===== src/rtl/booth_pkg.sv =====
// booth_pkg: shared types and constants for the sequential Booth multiplier.
// Holds the FSM state enum, the step count per radix and the recode-select encoding.
// Build option: define BOOTH_RADIX4_EN for radix-4 steps (two bits per cycle).
package booth_pkg;

    typedef enum logic [1:0] {
        IDLE = 2'd0,
        RUN  = 2'd1,
        DONE = 2'd2
    } state_t;

    // Partial-product selection produced by the recoder.
    typedef enum logic [2:0] {
        SEL_ZERO   = 3'd0,
        SEL_ADD_M  = 3'd1,
        SEL_SUB_M  = 3'd2,
        SEL_ADD_2M = 3'd3,
        SEL_SUB_2M = 3'd4
    } sel_t;

`ifdef BOOTH_RADIX4_EN
    localparam int unsigned SHIFT = 2;
`else
    localparam int unsigned SHIFT = 1;
`endif

    // Guard bits on the accumulator: one per bit retired each step, so
    // that +/-M (radix-2) or +/-2M (radix-4) of the most-negative M fits.
    localparam int unsigned GUARD = SHIFT;

    function automatic int unsigned iter_of(input int unsigned width);
        return width / SHIFT;
    endfunction

    // trip = {Q[1], Q[0], q(-1)}; radix-2 looks only at the low pair.
    function automatic sel_t recode(input logic [2:0] trip);
        sel_t s;
        s = SEL_ZERO;
`ifdef BOOTH_RADIX4_EN
        unique case (trip)
            3'b001, 3'b010: s = SEL_ADD_M;
            3'b011:         s = SEL_ADD_2M;
            3'b100:         s = SEL_SUB_2M;
            3'b101, 3'b110: s = SEL_SUB_M;
            default:        s = SEL_ZERO;
        endcase
`else
        unique case (trip[1:0])
            2'b01:   s = SEL_ADD_M;
            2'b10:   s = SEL_SUB_M;
            default: s = SEL_ZERO;
        endcase
`endif
        return s;
    endfunction

endpackage


===== src/rtl/booth_seq_multiplier_step.sv =====
// booth_step: one combinational Booth step (recode, add/sub, arithmetic shift).
// Ports: acc/q/qm1/m in -> acc_nxt/q_nxt/qm1_nxt out. Radix via BOOTH_RADIX4_EN.
module booth_step
    import booth_pkg::*;
#(
    parameter int WIDTH = 8,
    parameter int AW    = WIDTH + GUARD
) (
    input  logic [AW-1:0]    acc,
    input  logic [WIDTH-1:0] q,
    input  logic             qm1,
    input  logic [WIDTH-1:0] m,
    output logic [AW-1:0]    acc_nxt,
    output logic [WIDTH-1:0] q_nxt,
    output logic             qm1_nxt
);

    sel_t                sel;
    logic [AW-1:0]       m_ext;
    logic [AW-1:0]       m2_ext;
    logic [AW-1:0]       sum;
    logic [AW+WIDTH:0]   cat;
    logic [AW+WIDTH:0]   shifted;

    assign sel    = recode({q[1], q[0], qm1});
    assign m_ext  = {{GUARD{m[WIDTH-1]}}, m};
    assign m2_ext = m_ext << 1;

    always_comb begin
        sum = acc;
        unique case (sel)
            SEL_ADD_M:  sum = acc + m_ext;
            SEL_SUB_M:  sum = acc - m_ext;
            SEL_ADD_2M: sum = acc + m2_ext;
            SEL_SUB_2M: sum = acc - m2_ext;
            default:    sum = acc;
        endcase
    end

    // Shift the whole {A,Q,q(-1)} register as one signed quantity.
    assign cat     = {sum, q, qm1};
    assign shifted = $signed(cat) >>> SHIFT;

    assign acc_nxt = shifted[AW+WIDTH:WIDTH+1];
    assign q_nxt   = shifted[WIDTH:1];
    assign qm1_nxt = shifted[0];

endmodule


===== src/rtl/booth_seq_multiplier.sv =====
// booth_seq_multiplier: sequential signed Booth multiplier, out = a*b.
// Ports: clk, rst (async high), start, a, b -> busy, done (pulse), out. Option: BOOTH_RADIX4_EN.
module booth_seq_multiplier
    import booth_pkg::*;
#(
    parameter int WIDTH = 8
) (
    input  logic                 clk,
    input  logic                 rst,
    input  logic                 start,
    input  logic [WIDTH-1:0]     a,
    input  logic [WIDTH-1:0]     b,
    output logic                 busy,
    output logic                 done,
    output logic [2*WIDTH-1:0]   out
);

    localparam int          AW   = WIDTH + GUARD;
    localparam int unsigned ITER = iter_of(WIDTH);
    localparam int          CW   = $clog2(ITER + 1);

    state_t state, state_nxt;

    logic [AW-1:0]    acc;
    logic [WIDTH-1:0] q;
    logic             qm1;
    logic [WIDTH-1:0] m;
    logic [CW-1:0]    cnt;

    logic [AW-1:0]    acc_nxt;
    logic [WIDTH-1:0] q_nxt;
    logic             qm1_nxt;

    logic accept;
    logic last;

    booth_step #(
        .WIDTH (WIDTH),
        .AW    (AW)
    ) u_step (
        .acc     (acc),
        .q       (q),
        .qm1     (qm1),
        .m       (m),
        .acc_nxt (acc_nxt),
        .q_nxt   (q_nxt),
        .qm1_nxt (qm1_nxt)
    );

    always_ff @(posedge clk or posedge rst) begin
        if (rst) begin
            state <= IDLE;
        end else begin
            state <= state_nxt;
        end
    end

    always_comb begin
        state_nxt = state;
        accept    = 1'b0;
        last      = 1'b0;
        unique case (state)
            IDLE: begin
                if (start) begin
                    accept    = 1'b1;
                    state_nxt = RUN;
                end
            end
            RUN: begin
                if (cnt == CW'(1)) begin
                    last      = 1'b1;
                    state_nxt = DONE;
                end
            end
            DONE: begin
                if (start) begin
                    accept    = 1'b1;
                    state_nxt = RUN;
                end else begin
                    state_nxt = IDLE;
                end
            end
            default: state_nxt = IDLE;
        endcase
    end

    assign busy = (state == RUN);
    assign done = (state == DONE);

    always_ff @(posedge clk or posedge rst) begin
        if (rst) begin
            acc <= '0;
            q   <= '0;
            qm1 <= 1'b0;
            m   <= '0;
            cnt <= '0;
            out <= '0;
        end else if (accept) begin
            acc <= '0;
            q   <= b;
            qm1 <= 1'b0;
            m   <= a;
            cnt <= CW'(ITER);
        end else if (state == RUN) begin
            acc <= acc_nxt;
            q   <= q_nxt;
            qm1 <= qm1_nxt;
            cnt <= cnt - CW'(1);
            // Guard bits are only sign copies by now; drop them.
            if (last) begin
                out <= {acc_nxt[WIDTH-1:0], q_nxt};
            end
        end
    end

endmodule


===== config.mk =====
export PLATFORM = sky130hd
export DESIGN_NAME = booth_seq_multiplier
export DESIGN_NICKNAME = d
export VERILOG_FILES = /design/src/rtl/booth_pkg.sv /design/src/rtl/booth_seq_multiplier_step.sv /design/src/rtl/booth_seq_multiplier.sv
export SDC_FILE = /design/constraint.sdc
export NUM_CORES = 1
export LEC_CHECK = 0
export ABC_CLOCK_PERIOD_IN_PS = 9000
export BUFFER_PORTS_ARGS = -buffer_cell sky130_fd_sc_hd__buf_4
export CAP_MARGIN = 20
export CORE_MARGIN = 2
export CORE_UTILIZATION = 40
export CTS_CLUSTER_SIZE = 14
export DETAILED_ROUTE_END_ITERATION = 10
export GPL_TIMING_DRIVEN = 0
export SLEW_MARGIN = 0
export SYNTH_ARGS = -nofsm -noshare
export SYNTH_HDL_FRONTEND = slang
export SYNTH_HIERARCHICAL = 1
export SYNTH_SLANG_ARGS = --single-unit

===== constraint.sdc =====
create_clock -name clk -period 9 [get_ports clk]
set_input_delay 0.9 -clock clk [delete_from_list [all_inputs] [get_ports clk]]
set_output_delay 0.9 -clock clk [all_outputs]
set_load 0.03 [all_outputs]

==> metrics.md <==
| Metric | Value |
|---|---|
| Fin Clk Skew | approximately 0.0066 ns |
| Adder-Cell Fraction of Synth Area | under 10% |
| Row cnt | 31 |
| Mapped Avg Cell Area | 9.91 um2 |
| Setup Crit Path Kind | flop to flop |
| FF/Latch Area | 1200 um2 |
| Max Slew Vio Count | 0 |
| DR WL/cell | 15.1 um |
| Die area | 8290 um2 |
| DIE HEIGHT | 91.1 um |
| Clock sink total | 48 |
| Synthesized instance count | between 300 and 400 |
| Multiplexer share of the synthesized area | under 10% |
| Number of synthesized flops with an enable pin | 0 |
| Sequential share of the synthesized area | between 30% and 40% |
| Clock-pin slew on the worst setup and hold paths | 0.10 ns |
| Clk buf depth | 2 |
| Number of buffers added on ports | 36 |
| Simple-gate share of the synthesized area | 16.0% |
| # DRC | 0 |
| Die width | between 90 and 100 um |
| Tcrit/Tclk final | 40.1% |
| Synth unique cells | 53 |
| Total of max-cap violations | 0 |
| RSZ-0062 raised after global routing | no |
| Post-Syn Area | 3030 um2 |
| Hold Crit Class | flop to flop |
| Hold_buf cts | 0 |
| Core Box Area | 7290 um2 |
| Layout area overhead | 18.9% |
| Detailed Route Iter0 Violations | ~140 |
| Vias/cell | 5.05 |
| Setup_tns | 0 ns |
| Synth Warn # | 6 |
| Layout cells sized above 1 | roughly a quarter |
| Status | finished, final reports clean |
| Tmin final | 3.61 ns |
| GRT overflow | 0 |
| Final hold vios | 0 |
| Worst-skew pair later-pin latency | between 0.3 and 0.4 ns |
| GP Congestion | 0.808 |
| CP Launch Type | flop |
| Post-route ant nets | 0 |
| I/O Pins | 37 |
| Largest net degree at the start of global routing | 35 |
| Synth Area in XOR/XNOR | 4.91% |
| Synth Area in Compound Gates | between 10% and 20% |
| CTS tree | done |
| Post-synthesis async set-or-reset flop share | 100% |
| Via count | 2,271 |
| Clk root buf | clkbuf_8 |
| CTS H-tree lvls | 2 |
| Biggest fanout along the worst timing path | 9 |
| First-pass GRT wire length | 11,400 um |
| Crit. End Element | flop |
| Post_cts resized | 0 |
| Top FF cell, synth | dfrtp_1 |
| Vias in the first global route | 2,236 |
| Final Setup Violations | 0 |
| Num CTS Buffers | 5 |
| Critical path's slowest cell | fa_1 |
| Synthesized flop and latch total | 48 |
| Critical path arrival | 3.86 ns |
| Pre-Repair DR Iteration Count | 4 |
| Final #Nets | ~400 |
| Worst Tran Pin Value | 0.644 ns |
| Largest family of logic cells by synthesized area | simple AND/OR/NAND/NOR gates |
| Critical-path cell list | inv_1 > ha_1 > clkbuf_2 > mux2_2 > fa_1 > nor2b_1 > o2111ai_1 > and3_4 > or3_4 > and4b_1 > o31ai_2 > buf_4 > a22o_1 |
| Filler cells | 718 |
| GRT Overall Usage | 17.1% |
| Worst EP required | 9.25 ns |
| Max Freq | 277 MHz |
| Syn Nets | 348 |
| Initial antenna violation count | 0 |
| Worst path max stage delay | 0.44 ns |
| Setup Buffers After CTS | 0 |
| Antenna cells | 0 |
| Initial core utilization | 41.6% |
| Worst slew margin | 56.5% |
| Detailed Place HPWL | roughly 5000 um |
| Area of the multi-input gates | around 1600 um2 |
| Post-Route WL | 6790 um |
-- cells by family after synthesis --
family,after synthesis
AO/OA/AOI/OAI,62
adder cells (fa/ha/maj),23
buffers and inverters,39
AND/OR/NAND/NOR,97
flip-flops,48
multiplexers,20
XOR/XNOR,17
-- registers in the layout, summed over array words and instances, names as in the netlist --
name   count
out       16
acc        9
m          8
q          8
cnt        4
state      2
qm1        1
-- metrics by stage --
| stage | worst slack, ns | utilization (%) | std cells | hold slack (ns) | cell area, um2 |
|---|---|---|---|---|---|
| 2_1_floorplan | 5.75 | - | 306 | 0.468 | 3030 |
| 3_5_place_dp | 5.44 | 47.3 | 442 | 0.486 | 3450 |
| 3_3_place_gp | 5.43 | 47.0 | 441 | 0.486 | 3430 |
| 4_1_cts | 5.39 | 49.5 | 450 | 0.511 | 3610 |
| 5_1_grt | 5.20 | 49.5 | 450 | 0.531 | 3610 |
| 6_report | 5.39 | 49.5 | 450 | 0.508 | 3610 |
-- synth_stat cells, types with 6 or more instances --
| cell type | number | area share [%] |
|---|---|---|
| inv_1 | 16 | 2.0 |
| ha_1 | 21 | 8.7 |
| dfrtp_1 | 48 | 40 |
| mux2_2 | 10 | 3.7 |
| nand3_1 | 9 | 1.5 |
| nand2_1 | 37 | 4.6 |
| xnor2_1 | 14 | 4.0 |
| a22o_1 | 10 | 2.9 |
| a21oi_1 | 14 | 2.3 |
| nor2_1 | 19 | 2.4 |
| nor2b_1 | 8 | 1.7 |
| buf_2 | 6 | 0.99 |
| o21ai_0 | 10 | 1.7 |
| buf_4 | 9 | 2.2 |
| mux2_4 | 9 | 4.5 |
| a22oi_1 | 7 | 1.7 |
-- metal layers --
| layer | part of all wire (%) | wire length [um] | GRT usage, % | vias to the layer above |
|---|---|---|---|---|
| met5 | 0 | 0 | 0 | - |
| met4 | 0.68 | 46 | 3.79 | 0 |
| met3 | 4.1 | 275 | 3.07 | 4 |
| met2 | 47 | 3190 | 28.0 | 42 |
| met1 | 48 | 3280 | 23.8 | 1080 |
| li1 | - | - | - | 1145 |
-- worst max-delay path: cells and delay by family, from the launching register on --
family                   cells  cell delay [ns]
AO/OA/AOI/OAI                3             0.70
adder cells (fa/ha/maj)      2             0.58
AND/OR/NAND/NOR              4             1.01
multiplexers                 1             0.38
flip-flops                   1             0.41
buffers and inverters        3             0.47
-- area by class of cell --
cell class | count | share of cell area (%)
plain buffers | 22 | 3.68
flip-flops and latches | 48 | 33.3
multi-input cells | 219 | 45.4
clock inverters | 3 | 2.50
well taps | 99 | 3.44
inverters | 17 | 1.77
repair buffers | 37 | 8.05
clock buffers | 5 | 1.91
-- final timing paths --
path | startpoint | endpoint | slack (ns) | cells after the start
setup / recovery | qm1 | acc[8] | 5.39 | 13
hold / removal | q[2] | q[2] | 0.51 | 2
setup reg to reg | qm1 | acc[8] | 5.39 | 13
hold reg to reg | q[2] | q[2] | 0.51 | 2
max in group asynchronous | rst | m[2] | 7.96 | 3
min in group asynchronous | rst | cnt[2] | 0.55 | 2
-- cells in the final DEF, fill, tap and decap left out, types with 2 or more instances in the layout --
cell and n:
fa_1 2, a211oi_1 4, inv_1 15, ha_1 21, clkbuf_8 5, xor2_1 3, a22oi_1 7, nand2b_1 4
nor2b_1 8, nand2_1 37, clkbuf_1 3, bufinv_16 3, and2_1 2, nand3_1 9, o21ai_0 10, and3_1 2
nand3b_1 2, buf_4 45, nor3_1 5, dfrtp_1 48, buf_2 6, inv_2 2, a22o_1 10, a31oi_1 3
a21o_1 2, mux2_4 9, mux2_2 10, nor2_1 19, buf_1 2, a21oi_1 14, xnor2_1 14
Power is not shown: default switching activity piles up to over one toggle a cycle in this logic, so the estimate is an artifact.
